[config.mk]
export PLATFORM = sky130hd
export DESIGN_NAME = serial_adder_acc_flat
export DESIGN_NICKNAME = d
export VERILOG_FILES = /design/src/rtl/serial_adder_acc_if.sv /design/src/rtl/serial_adder_acc.sv /design/src/flat_wrapper.sv
export SDC_FILE = /design/constraint.sdc
export NUM_CORES = 1
export LEC_CHECK = 0
export CAP_MARGIN = 20
export CELL_PAD_IN_SITES_DETAIL_PLACEMENT = 1
export CELL_PAD_IN_SITES_GLOBAL_PLACEMENT = 2
export CORE_ASPECT_RATIO = 0.75
export CORE_MARGIN = 5
export CORE_UTILIZATION = 38
export DETAILED_ROUTE_END_ITERATION = 16
export GPL_TIMING_DRIVEN = 0
export PLACE_DENSITY = 0.9
export SETUP_SLACK_MARGIN = 0.05
export SLEW_MARGIN = 40
export SYNTH_ARGS = -nofsm -noshare
export SYNTH_HDL_FRONTEND = slang
export SYNTH_SLANG_ARGS = --single-unit
[constraint.sdc]
create_clock -name clk -period 5.4 [get_ports clk]
set_clock_uncertainty 0.05 [all_clocks]
set_input_delay 0.54 -clock clk [delete_from_list [all_inputs] [get_ports clk]]
set_output_delay 0.54 -clock clk [all_outputs]
set_load 0.1 [all_outputs]
[src/rtl/serial_adder_acc_if.sv]
// Handshake bundle for serial_adder_acc: operand request channel and result channel.
// The producer/consumer side takes the master modport, the adder takes slave.
interface serial_adder_acc_if #(
    parameter int WIDTH = 16
);
    logic             in_valid;
    logic             in_ready;
    logic [WIDTH-1:0] a;
    logic [WIDTH-1:0] b;
    logic             cin;
    logic             sub;
    logic             acc_en;
    logic             acc_clr;
    logic             out_valid;
    logic             out_ready;
    logic [WIDTH-1:0] s;
    logic             cout;
    logic             ovf;

    modport master (
        output in_valid, a, b, cin, sub, acc_en, acc_clr, out_ready,
        input  in_ready, out_valid, s, cout, ovf
    );

    modport slave (
        input  in_valid, a, b, cin, sub, acc_en, acc_clr, out_ready,
        output in_ready, out_valid, s, cout, ovf
    );
endinterface

[src/rtl/serial_adder_acc.sv]
// Digit-serial add/subtract unit with optional accumulate: one DIGIT-bit ripple
// slice is reused for WIDTH/DIGIT cycles, trading latency for area.
module serial_adder_acc #(
    parameter int WIDTH = 16,
    parameter int DIGIT = 4
) (
    input  logic              clk,
    input  logic              rst_n,
    serial_adder_acc_if.slave bus
);
    localparam int N     = WIDTH / DIGIT;
    localparam int CNT_W = (N > 1) ? $clog2(N) : 1;
    localparam logic [CNT_W-1:0] LAST = CNT_W'(N - 1);

    localparam logic [1:0] IDLE = 2'd0;
    localparam logic [1:0] CALC = 2'd1;
    localparam logic [1:0] DONE = 2'd2;

    if ((WIDTH % DIGIT) != 0 || N < 1) begin : g_bad_params
        $error("serial_adder_acc: WIDTH must be a positive multiple of DIGIT");
    end

    // Bit-level ripple of full-adder cells; returns {carry_out, sum}.
    function automatic logic [DIGIT:0] ripple_add(
        input logic [DIGIT-1:0] x,
        input logic [DIGIT-1:0] y,
        input logic             c_in
    );
        logic             c;
        logic [DIGIT-1:0] sum;
        c = c_in;
        for (int i = 0; i < DIGIT; i++) begin
            sum[i] = x[i] ^ y[i] ^ c;
            c      = (x[i] & y[i]) | (c & (x[i] ^ y[i]));
        end
        return {c, sum};
    endfunction

    // Two's-complement overflow: like-signed operands giving an unlike-signed result.
    function automatic logic signed_ovf(
        input logic a_msb,
        input logic b_msb,
        input logic s_msb
    );
        return (a_msb == b_msb) && (s_msb != a_msb);
    endfunction

    logic [1:0]       state_q;
    logic [CNT_W-1:0] cnt_q;
    logic             in_ready_q;
    logic             out_valid_q;

    logic [WIDTH-1:0] op_a_q;
    logic [WIDTH-1:0] op_b_q;
    logic             carry_q;
    logic [WIDTH-1:0] s_q;
    logic             cout_q;
    logic             ovf_q;
    logic [WIDTH-1:0] acc_q;

    logic             accept;
    logic             last_digit;
    logic [WIDTH-1:0] acc_src;
    int               lsb;
    logic [DIGIT-1:0] dig_a;
    logic [DIGIT-1:0] dig_b;
    logic [DIGIT:0]   slice;

    always_comb begin
        accept     = bus.in_valid & in_ready_q & (state_q == IDLE);
        last_digit = (cnt_q == LAST);
        // A clear coinciding with an accept wins, so accumulation starts from zero.
        acc_src    = bus.acc_clr ? '0 : acc_q;
        lsb        = int'(cnt_q) * DIGIT;
        dig_a      = op_a_q[lsb +: DIGIT];
        dig_b      = op_b_q[lsb +: DIGIT];
        slice      = ripple_add(dig_a, dig_b, carry_q);
    end

    // Control: state, digit counter and both handshake flags
    always_ff @(posedge clk or negedge rst_n) begin
        if (!rst_n) begin
            state_q     <= IDLE;
            cnt_q       <= '0;
            in_ready_q  <= 1'b0;
            out_valid_q <= 1'b0;
        end else begin
            case (state_q)
                IDLE: begin
                    if (accept) begin
                        state_q    <= CALC;
                        cnt_q      <= '0;
                        in_ready_q <= 1'b0;
                    end else begin
                        in_ready_q <= 1'b1;
                    end
                end
                CALC: begin
                    cnt_q <= cnt_q + 1'b1;
                    if (last_digit) begin
                        state_q     <= DONE;
                        out_valid_q <= 1'b1;
                    end
                end
                DONE: begin
                    if (bus.out_ready) begin
                        state_q     <= IDLE;
                        out_valid_q <= 1'b0;
                        in_ready_q  <= 1'b1;
                    end
                end
                default: begin
                    state_q     <= IDLE;
                    in_ready_q  <= 1'b0;
                    out_valid_q <= 1'b0;
                end
            endcase
        end
    end

    // Datapath: operand latch, digit-serial sum, flags and accumulator
    always_ff @(posedge clk or negedge rst_n) begin
        if (!rst_n) begin
            op_a_q  <= '0;
            op_b_q  <= '0;
            carry_q <= 1'b0;
            s_q     <= '0;
            cout_q  <= 1'b0;
            ovf_q   <= 1'b0;
            acc_q   <= '0;
        end else begin
            case (state_q)
                IDLE: begin
                    if (bus.acc_clr) begin
                        acc_q <= '0;
                    end
                    if (accept) begin
                        op_a_q  <= bus.acc_en ? acc_src : bus.a;
                        op_b_q  <= bus.sub ? ~bus.b : bus.b;
                        carry_q <= bus.sub | bus.cin;
                    end
                end
                CALC: begin
                    s_q[lsb +: DIGIT] <= slice[DIGIT-1:0];
                    carry_q           <= slice[DIGIT];
                    if (last_digit) begin
                        cout_q <= slice[DIGIT];
                        ovf_q  <= signed_ovf(op_a_q[WIDTH-1], op_b_q[WIDTH-1], slice[DIGIT-1]);
                    end
                end
                DONE: begin
                    if (bus.out_ready) begin
                        acc_q <= s_q;
                    end
                end
                default: begin
                    carry_q <= 1'b0;
                end
            endcase
        end
    end

    assign bus.in_ready  = in_ready_q;
    assign bus.out_valid = out_valid_q;
    assign bus.s         = s_q;
    assign bus.cout      = cout_q;
    assign bus.ovf       = ovf_q;

endmodule

[src/flat_wrapper.sv]
// flat-port wrapper written by rule: the top's interface ports become plain ports
module serial_adder_acc_flat 
#(
    parameter int WIDTH = 16,
    parameter int DIGIT = 4
)
  (clk, rst_n, bus_in_valid, bus_a, bus_b, bus_cin, bus_sub, bus_acc_en, bus_acc_clr, bus_out_ready, bus_in_ready, bus_out_valid, bus_s, bus_cout, bus_ovf);
  serial_adder_acc_if #(.WIDTH(WIDTH)) bus_i ();
  input  logic clk;
  input  logic rst_n;
  input wire logic [$bits(bus_i.in_valid)-1:0] bus_in_valid;
  input wire logic [$bits(bus_i.a)-1:0] bus_a;
  input wire logic [$bits(bus_i.b)-1:0] bus_b;
  input wire logic [$bits(bus_i.cin)-1:0] bus_cin;
  input wire logic [$bits(bus_i.sub)-1:0] bus_sub;
  input wire logic [$bits(bus_i.acc_en)-1:0] bus_acc_en;
  input wire logic [$bits(bus_i.acc_clr)-1:0] bus_acc_clr;
  input wire logic [$bits(bus_i.out_ready)-1:0] bus_out_ready;
  output wire logic [$bits(bus_i.in_ready)-1:0] bus_in_ready;
  output wire logic [$bits(bus_i.out_valid)-1:0] bus_out_valid;
  output wire logic [$bits(bus_i.s)-1:0] bus_s;
  output wire logic [$bits(bus_i.cout)-1:0] bus_cout;
  output wire logic [$bits(bus_i.ovf)-1:0] bus_ovf;
  assign bus_i.in_valid = bus_in_valid;
  assign bus_i.a = bus_a;
  assign bus_i.b = bus_b;
  assign bus_i.cin = bus_cin;
  assign bus_i.sub = bus_sub;
  assign bus_i.acc_en = bus_acc_en;
  assign bus_i.acc_clr = bus_acc_clr;
  assign bus_i.out_ready = bus_out_ready;
  assign bus_in_ready = bus_i.in_ready;
  assign bus_out_valid = bus_i.out_valid;
  assign bus_s = bus_i.s;
  assign bus_cout = bus_i.cout;
  assign bus_ovf = bus_i.ovf;
  serial_adder_acc #(.WIDTH(WIDTH), .DIGIT(DIGIT)) u_core (.clk(clk), .rst_n(rst_n), .bus(bus_i));
endmodule
==> flow_metrics.env <==
export IMPL_rsz0062_at_grt="no"
export IMPL_num_rows=30
export IMPL_p_switching_uw=1510
export IMPL_avgSynthCellArea_sq_um=11.9
export IMPL_first_iter_violations=184
export IMPL_final_area_sq_um=4500
export IMPL_ant_nets=0
export IMPL_clock_power_share=0.199
export IMPL_ys_warnings_count=0
export IMPL_area_delta_synth_final_pct=28.1
export IMPL_cts_buffer_depth=2
export IMPL_globalRouteMet3Util=0.0526
export IMPL_drt_wl_total_mm=9.99
export IMPL_initial_utilization=0.389
export IMPL_die_y_um=93.3
export IMPL_io_pins=60
export IMPL_antenna_found_initial=0
export IMPL_dp_hpwl_mm=7.18
export IMPL_status="finished clean"
export IMPL_clock_sinks=73
export IMPL_p_int_uw=1710
export IMPL_muxShareOfSynthArea=0.0598
export IMPL_n_antenna_cell=0
export IMPL_wl_per_cell_um=20.1
export IMPL_p_per_area_nw_per_um2=715
export IMPL_finalSetupViolCount=0
export IMPL_fmax_mhz=248
export IMPL_gr_max_usage_layer="met2"
export IMPL_ir_drop_v=0.000349
export IMPL_final_common_cell="dfrtp_1"
export IMPL_cts_buffers=9
export IMPL_htreeDepth=3
export IMPL_grt_max_degree=48
export IMPL_vias=2651
export IMPL_synth_top_family_by_area="compound AO/OA/AOI/OAI gates"
export IMPL_slew_headroom=0.565
export IMPL_synth_nets=346
export IMPL_end_kind="flip-flop"
export IMPL_finalHoldViolCount=0
export IMPL_ys_ff_latch=73
export IMPL_power_switching_share=0.469
export IMPL_cts_tree="yes"
export IMPL_path_class="reg -> reg"
export IMPL_grt_pass1_wl_mm=16.2
export IMPL_die_x_um=121
export IMPL_drtPass1Iterations=4
export IMPL_portBuffers=58
export IMPL_final_cell_mix="dfrtp_1, a21oi_1, clkdlybuf4s50_1"
export IMPL_maxSlewViolCount=0
export IMPL_clkSlewWorstSetupHoldPaths_ps=60
export IMPL_finalWeightedCongestion=0.822
export IMPL_worst_slew_pin_slew_ps=652
export IMPL_core_area_sq_um=9050
export IMPL_grt_overflow_total=0
export IMPL_drc=0
export IMPL_start_kind="flip-flop"
export IMPL_cts_root_buffer="clkbuf_16"
export IMPL_synth_simple_area_share=0.128
export IMPL_worstHoldPathType="in -> async"
export IMPL_syn_inst=296
export IMPL_p_leak_uw=0.00199
export IMPL_finalPower_uw=3220
export IMPL_synth_cell_type_count=36
export IMPL_maxCapViolations=0
export IMPL_cts_setup_buffers=0
export IMPL_final_nets=416
export IMPL_grt_usage=0.188
export IMPL_gr_usage_met1=0.258
export IMPL_ys_seq_area_frac=0.519
export IMPL_synth_area_sq_um=3520
export IMPL_worstPathMaxFanout=10
export IMPL_met2_usage=0.299
export IMPL_finalCritPeriodShare=0.747
export IMPL_period_needed_ps=4030
export IMPL_required_ps=5560
export IMPL_holdWs_ps=19.0
export IMPL_placedInstanceArea_sq_um=4190
export IMPL_post_cts_resized=0
export IMPL_arrival_ps=4190
export IMPL_fin_util=0.498
export IMPL_seq_power_share=0.283
export IMPL_insertion_delay_ps=330
export IMPL_drive_gt1_frac=0.200
export IMPL_floorplan_die_area_sq_um=11300
export IMPL_synth_xor_area_frac=0.0398
export IMPL_combPwrFrac=0.518
export IMPL_grt_pass1_vias=2916
export IMPL_synthAdderAreaFrac=0.0441
export IMPL_ctsHoldBuffers=0
export IMPL_viasPerCell=5.32
export IMPL_synth_compound_area_frac=0.172
export IMPL_setup_tns_ps=0
## metrics by stage
step	instances	setup WS, ps
final	498	1370
after global routing	498	1200
after CTS	498	1350
after detailed placement	483	1360
after global placement	482	1210
after floorplan	296	1830
## worst paths after layout
path / depth (start not counted) / slack, ps / endpoint / start
hold reg to reg: 1 / 450 / u_core.acc_q[13] / u_core.acc_q[13]
min in group clk: 1 / 450 / u_core.acc_q[13] / u_core.acc_q[13]
setup / recovery: 8 / 1370 / u_core.bus.ovf / u_core.cnt_q[0]
hold / removal: 1 / 20 / u_core.bus.s[6] / rst_n
setup reg to reg: 8 / 1370 / u_core.bus.ovf / u_core.cnt_q[0]
max in group asynchronous: 2 / 4750 / u_core.state_q[0] / rst_n
## critical path: stages, from the launching register on
cell     delay, ps
dfrtp_1        480
buf_2          390
mux4_2         590
fa_1           430
fa_1           390
fa_1           400
fa_1           720
o22ai_1        170
mux2_4         290
## state kept, by name, summed over array words and instances, names as in the netlist
name / cells
u_core.cnt_q: 2
u_core.acc_q: 16
u_core.bus.cout: 1
u_core.bus.s: 16
u_core.bus.out_valid: 1
u_core.bus.in_ready: 1
u_core.state_q: 2
u_core.carry_q: 1
u_core.bus.ovf: 1
u_core.op_a_q: 16
u_core.op_b_q: 16
## cell type report
class / count / area, sq um
Sequential cell: 73 / 1830
Clock buffer: 10 / 239
Clock inverter: 5 / 78.8
Multi-Input combinational cell: 201 / 1560
Inverter: 4 / 15.0
Timing Repair Buffer: 59 / 509
Buffer: 18 / 113
Tap cell: 128 / 160
Fill cell: 950 / 4540
## cell usage after synthesis, drive strengths merged
master  count  share of area
buf        16          0.030
o31ai       1         0.0021
a21oi      47          0.067
xnor2      16          0.040
nor2       34          0.037
inv         4         0.0043
or3         1         0.0018
o211ai      1         0.0021
o21bai      1         0.0021
nor2b      16          0.028
o21a        1         0.0021
a22o       32          0.080
mux2        2         0.0085
and4bb      1         0.0036
o221ai      1         0.0025
clkbuf      2         0.0021
o21ai       5         0.0071
dfrtp      73           0.52
nor4b       3          0.015
fa          4          0.023
a211oi      1         0.0036
mux4        8          0.051
ha          6          0.021
nand2b      5         0.0089
a21o        1         0.0021
nand3b      4          0.017
nor4        1         0.0060
o22ai       1         0.0018
nand2       7         0.0082
and2b       1         0.0025
## layer usage
metal / up-vias / part of all wire
li1: 1192 / -
met4: 0 / 0.0059
met1: 1367 / 0.47
met3: 10 / 0.053
met5: - / 0
met2: 82 / 0.48
## power by group through the flow
| stage | Combinational, uW | Clock, uW | Sequential (uW) |
|---|---|---|---|
| final | 1670 | 642 | 911 |
| after global routing | 1770 | 680 | 934 |
| after CTS | 1680 | 652 | 912 |
| after detailed placement | 1660 | 0 | 911 |
| after global placement | 1660 | 0 | 903 |
| after floorplan | 816 | 0 | 1260 |
## logic make-up (layout without fill, tap and decap cells)
kind of cell,after synthesis,after routing
muxes,10,10
buffers and inverters,22,96
adders and majority gates,10,10
AOI/OAI and AO/OA,92,92
xor gates and xnor gates,16,16
DFF,73,73
and+or+nand+nor,73,73
No activity file was read; power rests on OpenSTA's default activity.
